===== config.mk =====
export PLATFORM = sky130hd
export DESIGN_NAME = control_sequencer
export DESIGN_NICKNAME = d
export VERILOG_FILES = /design/src/rtl/cpu_defs_pkg.sv /design/src/rtl/reg_field_decoder.sv /design/src/rtl/control_sequencer.sv
export SDC_FILE = /design/constraint.sdc
export NUM_CORES = 1
export LEC_CHECK = 0
export BUFFER_PORTS_ARGS = -buffer_cell sky130_fd_sc_hd__buf_2
export CAP_MARGIN = 20
export CORE_MARGIN = 3
export CORE_UTILIZATION = 44
export DETAILED_ROUTE_END_ITERATION = 10
export GPL_TIMING_DRIVEN = 1
export PLACE_DENSITY = 0.79
export SLEW_MARGIN = 10
export SYNTH_ARGS = -nofsm -noshare
export SYNTH_HDL_FRONTEND = slang
export SYNTH_SLANG_ARGS = --single-unit
export TNS_END_PERCENT = 20

===== constraint.sdc =====
create_clock -name clk -period 4.3 [get_ports clk]
set_input_delay 0.86 -clock clk [delete_from_list [all_inputs] [get_ports clk]]
set_output_delay 0.86 -clock clk [all_outputs]
set_load 0.02 [all_outputs]

===== src/rtl/cpu_defs_pkg.sv =====
// Shared CPU definitions: opcodes, ALU codes, sequencer state codes
// and the instruction-class decode used by the control sequencer.
package cpu_defs_pkg;

  localparam logic [4:0] OP_LD   = 5'd0;
  localparam logic [4:0] OP_LDI  = 5'd1;
  localparam logic [4:0] OP_ST   = 5'd2;
  localparam logic [4:0] OP_ADD  = 5'd3;
  localparam logic [4:0] OP_SUB  = 5'd4;
  localparam logic [4:0] OP_AND  = 5'd5;
  localparam logic [4:0] OP_OR   = 5'd6;
  localparam logic [4:0] OP_ROR  = 5'd7;
  localparam logic [4:0] OP_ROL  = 5'd8;
  localparam logic [4:0] OP_SHR  = 5'd9;
  localparam logic [4:0] OP_SHRA = 5'd10;
  localparam logic [4:0] OP_SHL  = 5'd11;
  localparam logic [4:0] OP_ADDI = 5'd12;
  localparam logic [4:0] OP_ANDI = 5'd13;
  localparam logic [4:0] OP_ORI  = 5'd14;
  localparam logic [4:0] OP_MUL  = 5'd15;
  localparam logic [4:0] OP_DIV  = 5'd16;
  localparam logic [4:0] OP_NEG  = 5'd17;
  localparam logic [4:0] OP_NOT  = 5'd18;
  localparam logic [4:0] OP_BR   = 5'd19;
  localparam logic [4:0] OP_JR   = 5'd20;
  localparam logic [4:0] OP_JAL  = 5'd21;
  localparam logic [4:0] OP_IN   = 5'd22;
  localparam logic [4:0] OP_OUT  = 5'd23;
  localparam logic [4:0] OP_MFHI = 5'd24;
  localparam logic [4:0] OP_MFLO = 5'd25;
  localparam logic [4:0] OP_NOP  = 5'd26;
  localparam logic [4:0] OP_HALT = 5'd27;

  localparam logic [4:0] ALU_ADD = OP_ADD;

  localparam logic [4:0] S_IDLE = 5'd0;
  localparam logic [4:0] S_T0   = 5'd1;
  localparam logic [4:0] S_T1   = 5'd2;
  localparam logic [4:0] S_T2   = 5'd3;
  localparam logic [4:0] S_T3   = 5'd4;
  localparam logic [4:0] S_T4   = 5'd5;
  localparam logic [4:0] S_T5   = 5'd6;
  localparam logic [4:0] S_T6   = 5'd7;
  localparam logic [4:0] S_T7   = 5'd8;
  localparam logic [4:0] S_HALT = 5'd9;

  typedef enum logic [3:0] {
    C_RTYPE,
    C_UNARY,
    C_MULDIV,
    C_IMM,
    C_LD,
    C_ST,
    C_IN,
    C_OUT,
    C_MFHI,
    C_MFLO,
    C_HALT,
    C_NONE
  } iclass_e;

  function automatic iclass_e classify(
    input logic [4:0] op
  );
    iclass_e c;
    case (op)
      OP_ADD, OP_SUB, OP_AND, OP_OR,
      OP_SHL, OP_SHR, OP_SHRA,
      OP_ROL, OP_ROR:      c = C_RTYPE;
      OP_NEG, OP_NOT:      c = C_UNARY;
      OP_MUL, OP_DIV:      c = C_MULDIV;
      OP_ADDI, OP_ANDI,
      OP_ORI, OP_LDI:      c = C_IMM;
      OP_LD:               c = C_LD;
      OP_ST:               c = C_ST;
      OP_IN:               c = C_IN;
      OP_OUT:              c = C_OUT;
      OP_MFHI:             c = C_MFHI;
      OP_MFLO:             c = C_MFLO;
      OP_HALT:             c = C_HALT;
      default:             c = C_NONE;
    endcase
    return c;
  endfunction

  // ldi/ld/st form an address or value as Rb + C
  function automatic logic [4:0] imm_alu(
    input logic [4:0] op
  );
    logic [4:0] a;
    case (op)
      OP_ANDI: a = OP_AND;
      OP_ORI:  a = OP_OR;
      default: a = ALU_ADD;
    endcase
    return a;
  endfunction

endpackage


===== src/rtl/reg_field_decoder.sv =====
// 4-bit register field to 16-bit one-hot select, gated by an enable.
module reg_field_decoder (
  input  logic [3:0]  field,
  input  logic        en,
  output logic [15:0] onehot
);

  always_comb begin
    onehot = '0;
    if (en) onehot[field] = 1'b1;
  end

endmodule


===== src/rtl/control_sequencer.sv =====
// Moore control sequencer: fetch, per-class execute steps, halt.
// Outputs decode only from the state register and IR.
module control_sequencer
  import cpu_defs_pkg::*;
(
  input  logic        clk,
  input  logic        clear,
  input  logic        run,
  input  logic        mem_ready,
  input  logic [31:0] IR,
  output logic        PCout,
  output logic        MDRout,
  output logic        ZHighout,
  output logic        ZLowout,
  output logic        HIout,
  output logic        LOout,
  output logic        Cout,
  output logic        InPortout,
  output logic [15:0] reg_out,
  output logic [15:0] reg_in,
  output logic        PC_enable,
  output logic        IncPC,
  output logic        MAR_enable,
  output logic        MDRin,
  output logic        mdr_read,
  output logic        mem_write,
  output logic        IR_enable,
  output logic        Yin,
  output logic        HIin,
  output logic        LOin,
  output logic        ZHigh_enable,
  output logic        ZLow_enable,
  output logic        OutPort_enable,
  output logic [4:0]  opcode,
  output logic        halted,
  output logic [4:0]  state_out
);

  logic [4:0] state_q, state_d;
  logic [4:0] done_st;
  logic [4:0] op;
  logic [3:0] ra, rb, rc;
  logic [3:0] rd_field, wr_field;
  logic       rd_en, wr_en;
  logic       unused_ir;
  iclass_e    cls;

  assign op        = IR[31:27];
  assign ra        = IR[26:23];
  assign rb        = IR[22:19];
  assign rc        = IR[18:15];
  assign unused_ir = ^IR[14:0];
  assign cls       = classify(op);
  assign state_out = state_q;
  assign halted    = (state_q == S_HALT);

  always_ff @(posedge clk or negedge clear) begin
    if (!clear) state_q <= S_IDLE;
    else        state_q <= state_d;
  end

  always_comb begin
    done_st = run ? S_T0 : S_IDLE;
    state_d = state_q;
    unique case (state_q)
      S_IDLE: if (run) state_d = S_T0;
      S_T0:   state_d = S_T1;
      S_T1:   if (mem_ready) state_d = S_T2;
      S_T2: begin
        unique case (1'b1)
          cls == C_HALT: state_d = S_HALT;
          cls == C_NONE: state_d = done_st;
          default:       state_d = S_T3;
        endcase
      end
      S_T3: begin
        if (cls inside {C_IN, C_OUT,
                        C_MFHI, C_MFLO})
          state_d = done_st;
        else
          state_d = S_T4;
      end
      S_T4: begin
        if (cls == C_UNARY) state_d = done_st;
        else                state_d = S_T5;
      end
      S_T5: begin
        if (cls inside {C_RTYPE, C_IMM})
          state_d = done_st;
        else
          state_d = S_T6;
      end
      S_T6: begin
        unique case (1'b1)
          cls == C_MULDIV: state_d = done_st;
          cls == C_LD:
            if (mem_ready) state_d = S_T7;
          default:         state_d = S_T7;
        endcase
      end
      S_T7: begin
        if (cls == C_ST) begin
          if (mem_ready) state_d = done_st;
        end else begin
          state_d = done_st;
        end
      end
      S_HALT: state_d = S_HALT;
      default: state_d = S_IDLE;
    endcase
  end

  always_comb begin
    PCout          = 1'b0;
    MDRout         = 1'b0;
    ZHighout       = 1'b0;
    ZLowout        = 1'b0;
    HIout          = 1'b0;
    LOout          = 1'b0;
    Cout           = 1'b0;
    InPortout      = 1'b0;
    PC_enable      = 1'b0;
    IncPC          = 1'b0;
    MAR_enable     = 1'b0;
    MDRin          = 1'b0;
    mdr_read       = 1'b0;
    mem_write      = 1'b0;
    IR_enable      = 1'b0;
    Yin            = 1'b0;
    HIin           = 1'b0;
    LOin           = 1'b0;
    ZHigh_enable   = 1'b0;
    ZLow_enable    = 1'b0;
    OutPort_enable = 1'b0;
    opcode         = 5'd0;
    rd_field       = 4'd0;
    rd_en          = 1'b0;
    wr_field       = 4'd0;
    wr_en          = 1'b0;
    unique case (state_q)
      S_T0: begin
        PCout       = 1'b1;
        MAR_enable  = 1'b1;
        IncPC       = 1'b1;
        ZLow_enable = 1'b1;
      end
      S_T1: begin
        ZLowout   = 1'b1;
        PC_enable = 1'b1;
        mdr_read  = 1'b1;
        MDRin     = 1'b1;
      end
      S_T2: begin
        MDRout    = 1'b1;
        IR_enable = 1'b1;
      end
      S_T3: begin
        case (cls)
          C_RTYPE, C_IMM, C_LD, C_ST: begin
            rd_field = rb;
            rd_en    = 1'b1;
            Yin      = 1'b1;
          end
          C_UNARY: begin
            rd_field    = rb;
            rd_en       = 1'b1;
            opcode      = op;
            ZLow_enable = 1'b1;
          end
          C_MULDIV: begin
            rd_field = ra;
            rd_en    = 1'b1;
            Yin      = 1'b1;
          end
          C_IN: begin
            InPortout = 1'b1;
            wr_field  = ra;
            wr_en     = 1'b1;
          end
          C_OUT: begin
            rd_field       = ra;
            rd_en          = 1'b1;
            OutPort_enable = 1'b1;
          end
          C_MFHI: begin
            HIout    = 1'b1;
            wr_field = ra;
            wr_en    = 1'b1;
          end
          C_MFLO: begin
            LOout    = 1'b1;
            wr_field = ra;
            wr_en    = 1'b1;
          end
          default: ;
        endcase
      end
      S_T4: begin
        case (cls)
          C_RTYPE: begin
            rd_field    = rc;
            rd_en       = 1'b1;
            opcode      = op;
            ZLow_enable = 1'b1;
          end
          C_UNARY: begin
            ZLowout  = 1'b1;
            wr_field = ra;
            wr_en    = 1'b1;
          end
          C_MULDIV: begin
            rd_field     = rb;
            rd_en        = 1'b1;
            opcode       = op;
            ZHigh_enable = 1'b1;
            ZLow_enable  = 1'b1;
          end
          C_IMM, C_LD, C_ST: begin
            Cout        = 1'b1;
            opcode      = imm_alu(op);
            ZLow_enable = 1'b1;
          end
          default: ;
        endcase
      end
      S_T5: begin
        case (cls)
          C_RTYPE, C_IMM: begin
            ZLowout  = 1'b1;
            wr_field = ra;
            wr_en    = 1'b1;
          end
          C_MULDIV: begin
            ZLowout = 1'b1;
            LOin    = 1'b1;
          end
          C_LD, C_ST: begin
            ZLowout    = 1'b1;
            MAR_enable = 1'b1;
          end
          default: ;
        endcase
      end
      S_T6: begin
        case (cls)
          C_MULDIV: begin
            ZHighout = 1'b1;
            HIin     = 1'b1;
          end
          C_LD: begin
            mdr_read = 1'b1;
            MDRin    = 1'b1;
          end
          C_ST: begin
            rd_field = ra;
            rd_en    = 1'b1;
            MDRin    = 1'b1;
          end
          default: ;
        endcase
      end
      S_T7: begin
        case (cls)
          C_LD: begin
            MDRout   = 1'b1;
            wr_field = ra;
            wr_en    = 1'b1;
          end
          C_ST: mem_write = 1'b1;
          default: ;
        endcase
      end
      default: ;
    endcase
  end

  reg_field_decoder u_rd_dec (
    .field  (rd_field),
    .en     (rd_en),
    .onehot (reg_out)
  );

  reg_field_decoder u_wr_dec (
    .field  (wr_field),
    .en     (wr_en),
    .onehot (reg_in)
  );

endmodule

After elaboration in Yosys (flattened, before gate mapping)

Memory sizes are Yosys's and may differ from the RTL's.
Cells that the tools add are included.

Bits in registers: 5
Bits in latches: 0
Bits in writable memories: 0
ROM bits: 128
Output and inout port bits: 64
Word-level logic and storage cells: 115
Memories: 1

Memory list:

| name            | depth | bits a word | rd ports | clocked after memory_dff | wr ports | RTL line           | text |
|---|---|---|---|---|---|---|---|
| (no name shown) | 32    | 4           | 1        | 0                        | 0        | cpu_defs_pkg.sv:66 | `case (op)` |

$add $sub $neg: 0
Multipliers: 0
Divide/modulo/power cells: 0
Magnitude comparators: 4
Equality and inequality tests: 26
Shift operators: 0
Muxes and demuxes: 67
Bitwise gates (word level): 0
Reduce and logical (&&, ||, !) cells: 16

Operators with widths:

| operator             | number |
|---|---|
| $pmux W5 S10         | 1 |
| $mux W16             | 2 |
| $mux W1              | 31 |
| $mux W5              | 6 |
| $pmux W5 S2          | 3 |
| $pmux W4 S2          | 3 |
| $eq A5 B3 Y1 const B | 4 |
| $eq A5 B4 Y1 const B | 4 |
| $mux W4              | 5 |
| $eq A4 B3 Y1 const B | 4 |
| $eq A4 B4 Y1 const B | 4 |
| $pmux W4 S4          | 1 |
| $pmux W4 S3          | 1 |
| $eq A5 B2 Y1 const B | 2 |
| $lt A4 B5 Y1 const B | 2 |
| $reduce_or A5 Y1     | 2 |
| $mux W3              | 3 |
| $pmux W1 S3          | 3 |
| $demux W1 S4         | 2 |
| $eq A4 B2 Y1 const B | 2 |
| $ge A4 B1 Y1 const B | 2 |
| $pmux W1 S2          | 4 |
| $reduce_or A2 Y1     | 4 |
| $reduce_or A7 Y1     | 1 |
| 13 further kinds     | 17 |

Depth between registers and ports, before layout

Gate-level depths: netlist of the first run.
An unclocked memory read counts as a cell.

Word-level depth: 10
Gate-level depth with buffers: 11
Depth with buffers taken out: 9

Modules after synthesis

Synthesis of the first run repeated with hierarchy kept, for this count alone.

Cell total of the unflattened synthesis: 264
Area, all modules: 1682.9 um^2

Modules (own cells, without submodules):

| module            | times used | cells an instance | area an instance (um^2) |
|---|---|---|---|
| control_sequencer | 1          | 218               | 1447.6 |
| reg_field_decoder | 2          | 23                | 117.6 |

Worst setup path after synthesis of the first run

OpenSTA, ideal clock, no wires.

Path kind: input to output
Start: in IR[27]
End: out reg_out[0]
Arrival: 3.259 ns
Required time: 3.440 ns
Setup slack: 0.181 ns
Cell stages on the path: 10
Path through: inv_1 ha_1 or3b_4 nand4_4 a211oi_1 a31oi_2 a21boi_0 a211o_4 buf_6 nor4_1

Cells in the longest elaborated chain, start to end: 10
Elaborated cells between the ends (all ways): 26
Those cells by class: order compare: 2; eq/ne: 6; mux: 11; reduce/logical: 6; memory: 1

Ends and longest elaborated chain:

| item                                                                  | RTL line                 | text |
|---|---|---|
| start: declaration                                                    | control_sequencer.sv:10  | `input logic [31:0] IR,` |
| $mem_v2 Z32 W4 (*)                                                    | -                        |  |
| $eq A4 B1 Y1 (tied with other cells)                                  | control_sequencer.sv:158 | `case (cls)` |
| $reduce_or A5 Y1 (no source line) or $reduce_or A2 Y1 (tied branches) | -                        |  |
| $pmux W4 S2                                                           | control_sequencer.sv:158 |  |
| $pmux W4 S3                                                           | control_sequencer.sv:140 | `unique case (state_q)` |
| $lt A4 B5 Y1 (not written as such) or $ge A4 B1 Y1 (tied branches)    | reg_field_decoder.sv:10  | `if (en) onehot[field] = 1'b1;` |
| $logic_and A1 B1 Y1 (not written as such)                             | reg_field_decoder.sv:10  |  |
| $mux W1 (not written as such)                                         | reg_field_decoder.sv:10  |  |
| $demux W1 S4                                                          | -                        |  |
| $mux W16 (*)                                                          | reg_field_decoder.sv:10  |  |
| end: declaration                                                      | control_sequencer.sv:19  | `output logic [15:0] reg_out,` |

Mark *: on every way between the ends. The rest lies on a longest branch, timed or not.

Worst setup path in the final report of the first run

Start: in IR[27]
End: out reg_out[2]

Same word-level chain as after synthesis.

==> implementation parameters, run 1 <==
Parameter                              Value

Clock network
  Clock Sinks    4
  Clock tree from TritonCTS    done
  Buffer depth of the longest clock path    2
  Number of levels the H-tree was split into    1
  Clock slew at the register clock pins of the worst setup and hold paths    0.03 ns
  Worst-skew pair later-pin latency    0.22 ns
  CTS buffer count    3
  Root Buffer Master    sky130_fd_sc_hd__clkbuf_8

Pwr
  Peak VDD IR    0.000321 V
  Combinational share of power    76.3%
  Int Pwr    0.000314 W
  Net switching share of the total power    56.5%
  Share of power burned in registers    12.9%
  Power density relative to cell area    roughly 340 nW/um^2
  Net Sw Power    0.000407 W
  Leakage power    1.07 nW
  Part of the power in the clock network    10.9%

Finish
  Fraction of final layout cells with drive strength greater than 1    42.4%
  Ant. Diodes    0
  Signed area change from the synthesized netlist to the final layout    30.8%
  Flip-flop count of the largest register, all copies and words added    4
  Nets    352

Logic synthesis
  Post-synthesis average cell area    between 7 and 8 um^2
  Number of warnings printed during yosys synthesis    0
  Count of flip-flops with a built-in enable after synthesis    0
  Synth area leader    sky130_fd_sc_hd__nor2_1
  Number of register bits inferred by synthesis    4
  Mapped Nets    274
  Top cells by area, synth    sky130_fd_sc_hd__nor2_1 (6.6%), sky130_fd_sc_hd__dfrtp_1 (6.1%), sky130_fd_sc_hd__nand2_1 (5.5%)
  Count of unique library cells instantiated by Yosys    63
  Top-area cell type share of the netlist area    6.62%
  Most frequent cell after synthesis    sky130_fd_sc_hd__nor2_1
  Share of async-settable or async-resettable flops after synthesis    between 90% and 100%
  Seq/Total Area, Yosys    a little over 6%
  Top cells by count, synth    sky130_fd_sc_hd__nor2_1 (29), sky130_fd_sc_hd__nand2_1 (24), sky130_fd_sc_hd__inv_1 (11), sky130_fd_sc_hd__nor3_1 (11), sky130_fd_sc_hd__nor4_1 (11)
  Total standard cell area after synthesis    about 1600 um^2
  Top_reg_cell synth    sky130_fd_sc_hd__dfrtp_1
  Post-Synthesis Cells    233

Route
  Via density    5.81
  First-pass iteration count of the detailed router    5
  WL/cell    between 10 and 15 um
  Iteration-0 DRC Markers    152
  Aggregate routed wire length    between 5000 and 6000 um
  Via count    2062
  Detail Route Antenna Nets    0
  DRC Markers    0

Critical path
  CP required    about 3.4 ns
  Nature of the critical path startpoint    input pin
  Crit path DAT    3.38 ns
  Most frequent cell on the critical path    sky130_fd_sc_hd__buf_2
  Highest cell delay on the worst timing path    0.49 ns
  Slowest stage cell, crit path    sky130_fd_sc_hd__a221oi_2
  Cells traversed along the worst timing path    buf_2, inv_1, ha_1, or3b_4, nand4_4, a211oi_1, a31oi_2, a21boi_1, a221oi_2, and4_1, buf_2
  Setup crit end kind    primary output
  Highest net fanout along the worst path    9
  Critical path start-end classification    in2out

GRT
  Antenna violations before repair    0
  Met1 capacity usage during global routing    30.4%
  Global-route met3 utilization    1.83%
  Met2 track utilization from global routing    between 30 and 40%
  Pin count of the biggest net entering global routing    20
  Highest-utilization routing layer at the global route stage    met2
  Total Routing Usage GR    22.4%
  Global-route wire length before repair    8090 um
  Number of global-route vias before repair    1791
  Global route total overflow    0

Place
  Placed wire-length estimate after detailed placement    4040 um
  Final Wtd Congestion    0.979
  Worst slack, placed    approximately 0.082 ns
  Port Buffers    just over 80

Timing
  Number of setup violations in the final report    0
  Final critical path time including I/O delays and setup    4.24 ns
  Max Fclk    236 MHz
  Number of max-slew violations in the final report    0
  Final number of hold-violating endpoints    0
  Slew HR    59.0%
  Slew of the pin with the lowest slew margin    0.615 ns
  Setup tns final    0 ns
  Post-route clock period utilization    98.6%
  Setup repair after global routing missed its margin    yes
  Fin Clk Skew    0.000101 ns
  Setup WS post-layout    ~0.059 ns

Status
  Outcome    completed

Die
  Die Y-Extent    67.2 um
  Core footprint    3470 um^2
  I/O pin count    100
  Total Die Area    ~4500 um^2
  Row count    21
  Horizontal die dimension    between 60 and 70 um
  Initial Util    47.4%

Worst hold path
  Hold WC Path Type    in2async

Run
  Maximum capacitance violations    0
==> per-layer routing <==
layer  vias up  part of all wire [%]
met5         -                     0
met3         6                   8.8
li1       1022                     -
met1       932                    43
met4         0                  0.40
met2       102                    47
==> critical path, delay by kind of cell <==
| family | cells | cell delay (ns) |
|---|---|---|
| buffers and inverters | 3 | 0.40 |
| adder cells (fa/ha/maj) | 1 | 0.32 |
| AO/OA/AOI/OAI | 4 | 0.93 |
| AND/OR/NAND/NOR | 3 | 0.86 |
==> final timing paths <==
kind | slack (ns) | end | cells after the start | startpoint
hold / removal | 0.44 | state_out[2]$_DFFE_PN0P_ | 1 | clear
hold reg to reg | 0.73 | state_out[1]$_DFFE_PN0P_ | 1 | state_out[1]$_DFFE_PN0P_
setup reg to reg | 2.16 | state_out[0]$_DFFE_PN0P_ | 7 | state_out[0]$_DFFE_PN0P_
setup / recovery | 0.06 | reg_out[2] | 11 | IR[27]
max in group asynchronous | 3.74 | state_out[0]$_DFFE_PN0P_ | 1 | clear
min in group clk | 0.73 | state_out[1]$_DFFE_PN0P_ | 1 | state_out[1]$_DFFE_PN0P_
==> kinds of logic after synthesis <==
group / share of synthesized area [%]
flip-flops: 6.08
AND/OR/NAND/NOR: 49.1
AO/OA/AOI/OAI: 28.7
other: 0.228
multiplexers: 1.83
adder cells (fa/ha/maj): 3.80
buffers and inverters: 10.3
==> power groups by stage <==
stage	sequential (W)	clock [W]	combinational [W]
floorplan	0.0000898	0	0.000392
global placement	0.0000917	0	0.000529
detailed placement	0.0000920	0	0.000531
CTS	0.0000919	0.0000802	0.000533
global route	0.0000976	0.0000840	0.000598
finish	0.0000928	0.0000783	0.000550
==> metrics by stage <==
stage | total power (W) | cell area (um^2) | util (%) | cells | hold WS, ns
6_report | 0.000721 | 2150 | 62.0 | 355 | 0.443
5_1_grt | 0.000779 | 2150 | 62.0 | 355 | 0.446
3_3_place_gp | 0.000621 | 2050 | 59.1 | 350 | 0.665
4_1_cts | 0.000705 | 2090 | 60.3 | 353 | 0.440
3_5_place_dp | 0.000623 | 2050 | 59.1 | 350 | 0.669
2_1_floorplan | 0.000482 | 1650 | - | 233 | 0.564
==> area by class of cell <==
| class | count | area, um^2 |
|---|---|---|
| fillers | 330 | 1320 |
| well taps | 46 | 57.6 |
| flip-flops and latches | 4 | 100 |
| multi-input cells | 198 | 1410 |
| repair buffers | 93 | 503 |
| inverters | 11 | 41.3 |
| clock buffers | 3 | 41.3 |
==> cells in the final DEF, fill, tap and decap left out, types with 3 or more instances in the layout <==
| cell | n |
|---|---|
| sky130_fd_sc_hd__or3_1 | 3 |
| sky130_fd_sc_hd__nor3_1 | 11 |
| sky130_fd_sc_hd__a21boi_1 | 3 |
| sky130_fd_sc_hd__o211ai_1 | 7 |
| sky130_fd_sc_hd__o21ai_0 | 7 |
| sky130_fd_sc_hd__and3_1 | 3 |
| sky130_fd_sc_hd__a21oi_1 | 7 |
| sky130_fd_sc_hd__inv_1 | 11 |
| sky130_fd_sc_hd__a31oi_1 | 4 |
| sky130_fd_sc_hd__buf_4 | 15 |
| sky130_fd_sc_hd__a211oi_1 | 3 |
| sky130_fd_sc_hd__nor2_1 | 29 |
| sky130_fd_sc_hd__nand2b_1 | 4 |
| sky130_fd_sc_hd__mux2i_1 | 3 |
| sky130_fd_sc_hd__nor4b_2 | 6 |
| sky130_fd_sc_hd__dfrtp_1 | 4 |
| sky130_fd_sc_hd__nand2_1 | 24 |
| sky130_fd_sc_hd__nand3_1 | 5 |
| sky130_fd_sc_hd__nor4_1 | 9 |
| sky130_fd_sc_hd__and2_1 | 3 |
| sky130_fd_sc_hd__buf_2 | 78 |
| sky130_fd_sc_hd__and2_4 | 3 |
| sky130_fd_sc_hd__o31ai_1 | 3 |
| sky130_fd_sc_hd__nor2b_1 | 4 |
| sky130_fd_sc_hd__clkbuf_8 | 3 |
| sky130_fd_sc_hd__and4_1 | 6 |
| sky130_fd_sc_hd__ha_1 | 5 |
==> repair_timing <==
action                                  4_1_cts  5_1_grt
resized for setup                             0       11
buffers inserted                              0        2
endpoints found under the setup margin        0       17
hold buffers                                  0        0
No activity file was read; power rests on OpenSTA's default activity.
==> inputs of run 2 (changes only) <==
CORE_ASPECT_RATIO = 0.7   (was default)
SKIP_LAST_GASP = 1   (was default)
==> implementation parameters, run 2 (same netlist as run 1, synthesis figures left out) <==
Parameter                              Value

Clock network
  CTS buffer count    3
  Clock slew at the register clock pins of the worst setup and hold paths    0.03 ns
  Post-CTS setup repair buffer count    0
  Root Buffer Master    sky130_fd_sc_hd__clkbuf_8
  Buffer depth of the longest clock path    2
  Clock Sinks    4
  Worst-skew pair later-pin latency    0.22 ns
  Number of levels the H-tree was split into    1
  Clock tree from TritonCTS    done
  Number of hold buffers added after CTS    0

Finish
  Nets    ~350
  Post-route core utilization    64.1%
  Fraction of final layout cells with drive strength greater than 1    a little over two fifths
  Signed area change from the synthesized netlist to the final layout    30.9%
  Commonest non-fill, non-tap cells in the layout    sky130_fd_sc_hd__buf_2 (81), sky130_fd_sc_hd__nor2_1 (29), sky130_fd_sc_hd__nand2_1 (24)
  Non-filler cells, final    between 300 and 400
  Ant. Diodes    0
  Flip-flop count of the largest register, all copies and words added    4
  Leading cell type in the layout, fill and taps excluded    sky130_fd_sc_hd__buf_2

Timing
  Max Fclk    roughly 240 MHz
  Setup repair after global routing missed its margin    yes
  Number of max-slew violations in the final report    0
  Final critical path time including I/O delays and setup    4.21 ns
  Fin Clk Skew    ~0.00087 ns
  Setup tns final    0 ns
  Slew of the pin with the lowest slew margin    0.642 ns
  Final number of hold-violating endpoints    0
  Post-route clock period utilization    98.0%
  Number of setup violations in the final report    0
  Slew HR    57.2%
  Setup WS post-layout    0.0876 ns

Die
  Core footprint    3360 um^2
  I/O pin count    100
  Row count    17
  Total Die Area    roughly 4500 um^2
  Initial Util    between 40% and 50%
  Horizontal die dimension    roughly 80 um
  Die Y-Extent    57.2 um

Route
  Detail Route Antenna Nets    0
  Aggregate routed wire length    5050 um
  Metal2 WL    2180 um
  DRC Markers    0
  Top layer reached by signal wires    met4
  WL/cell    roughly 14 um
  Iteration-0 DRC Markers    246
  Sum of routed wire segments on met1    2350 um
  Via count    between 2000 and 2500
  DR WL met3    approximately 500 um
  First-pass iteration count of the detailed router    5
  Via density    5.93

Worst hold path
  Hold WC Path Type    in2async

GRT
  Total Routing Usage GR    20.6%
  Antenna violations before repair    0
  Global route total overflow    0
  Global-route wire length before repair    just under 8000 um
  Pin count of the biggest net entering global routing    20
  Number of global-route vias before repair    1644

Critical path
  Setup crit end kind    primary output
  Highest cell delay on the worst timing path    0.51 ns
  Number of buffer and inverter instances along the worst setup path    3
  Slowest stage cell, crit path    sky130_fd_sc_hd__a221oi_2
  CP top delay family    compound AO/OA/AOI/OAI gates
  Cells traversed along the worst timing path    buf_2, inv_1, ha_4, or3b_4, nand4_4, a211oi_1, a31oi_2, a21boi_1, a221oi_2, and4_1, buf_2
  Nature of the critical path startpoint    input pin
  CP required    3.44 ns
  Critical path start-end classification    in2out
  Highest net fanout along the worst path    8
  Crit path DAT    3.35 ns
  Most frequent cell on the critical path    sky130_fd_sc_hd__buf_2

Place
  Final Wtd Congestion    0.905
  Worst slack, placed    0.104 ns
  Port Buffers    83
  Cell count after placement    349
  Placed wire-length estimate after detailed placement    4030 um

Pwr
  Power density relative to cell area    327 nW/um^2
  Peak VDD IR    0.000279 V
  Leakage power    roughly 1.0 nW

Run
  Maximum capacitance violations    0

Status
  Outcome    completed
-- run 2: cell types whose count changed in the layout (fill, tap and decap cells not counted), sizes merged --
| cell | change |
|---|---|
| buf | -4 |
-- run 2: stage by stage --
| step | instance area [um^2] | hold slack, ns | power, W |
|---|---|---|---|
| final | 2150 | 0.439 | 0.000705 |
| after floorplan | 1650 | 0.564 | 0.000482 |
| after global routing | 2150 | 0.434 | 0.000764 |
| after CTS | 2080 | 0.438 | 0.000689 |
| after detailed placement | 2040 | 0.668 | 0.000605 |
| after global placement | 2040 | 0.667 | 0.000601 |
-- run 2: layout make-up --
type / count / area (um^2)
multi-input combinational: 198 / 1450
fill: 304 / 1210
timing repair buffer: 89 / 465
sequential: 4 / 100
tap: 47 / 58.8
clock buffer: 3 / 41.3
inverter: 11 / 41.3
-- run 2: worst paths after layout --
| path | startpoint | endpoint | slack, ns | cells after the start |
|---|---|---|---|---|
| max | IR[28] | reg_out[10] | 0.09 | 11 |
| min | clear | state_out[1]$_DFFE_PN0P_ | 0.44 | 1 |
| max reg2reg | state_out[3]$_DFFE_PN0P_ | state_out[1]$_DFFE_PN0P_ | 2.24 | 7 |
| min reg2reg | state_out[3]$_DFFE_PN0P_ | state_out[3]$_DFFE_PN0P_ | 0.71 | 2 |
| max in group asynchronous | clear | state_out[0]$_DFFE_PN0P_ | 3.75 | 1 |
| min in group clk | state_out[3]$_DFFE_PN0P_ | state_out[3]$_DFFE_PN0P_ | 0.71 | 2 |
-- run 2: repair_timing --
action                                  4_1_cts  5_1_grt
endpoints found under the setup margin        0       20
endpoints found under the hold margin         0        0
resized for setup                             0       14
-- run 2: per-layer routing --
layer / vias to the layer above / track usage, %
li1: 1018 / -
met1: 961 / 32.1
met2: 106 / 29.4
met3: 2 / 4.26
met4: 0 / 2.21
met5: - / 0
-- run 2: power breakdown --
part           internal [W]   total, W  switching (W)
registers         0.0000555   0.000101      0.0000459
logic              0.000193   0.000524       0.000331
clock network     0.0000597  0.0000793      0.0000196
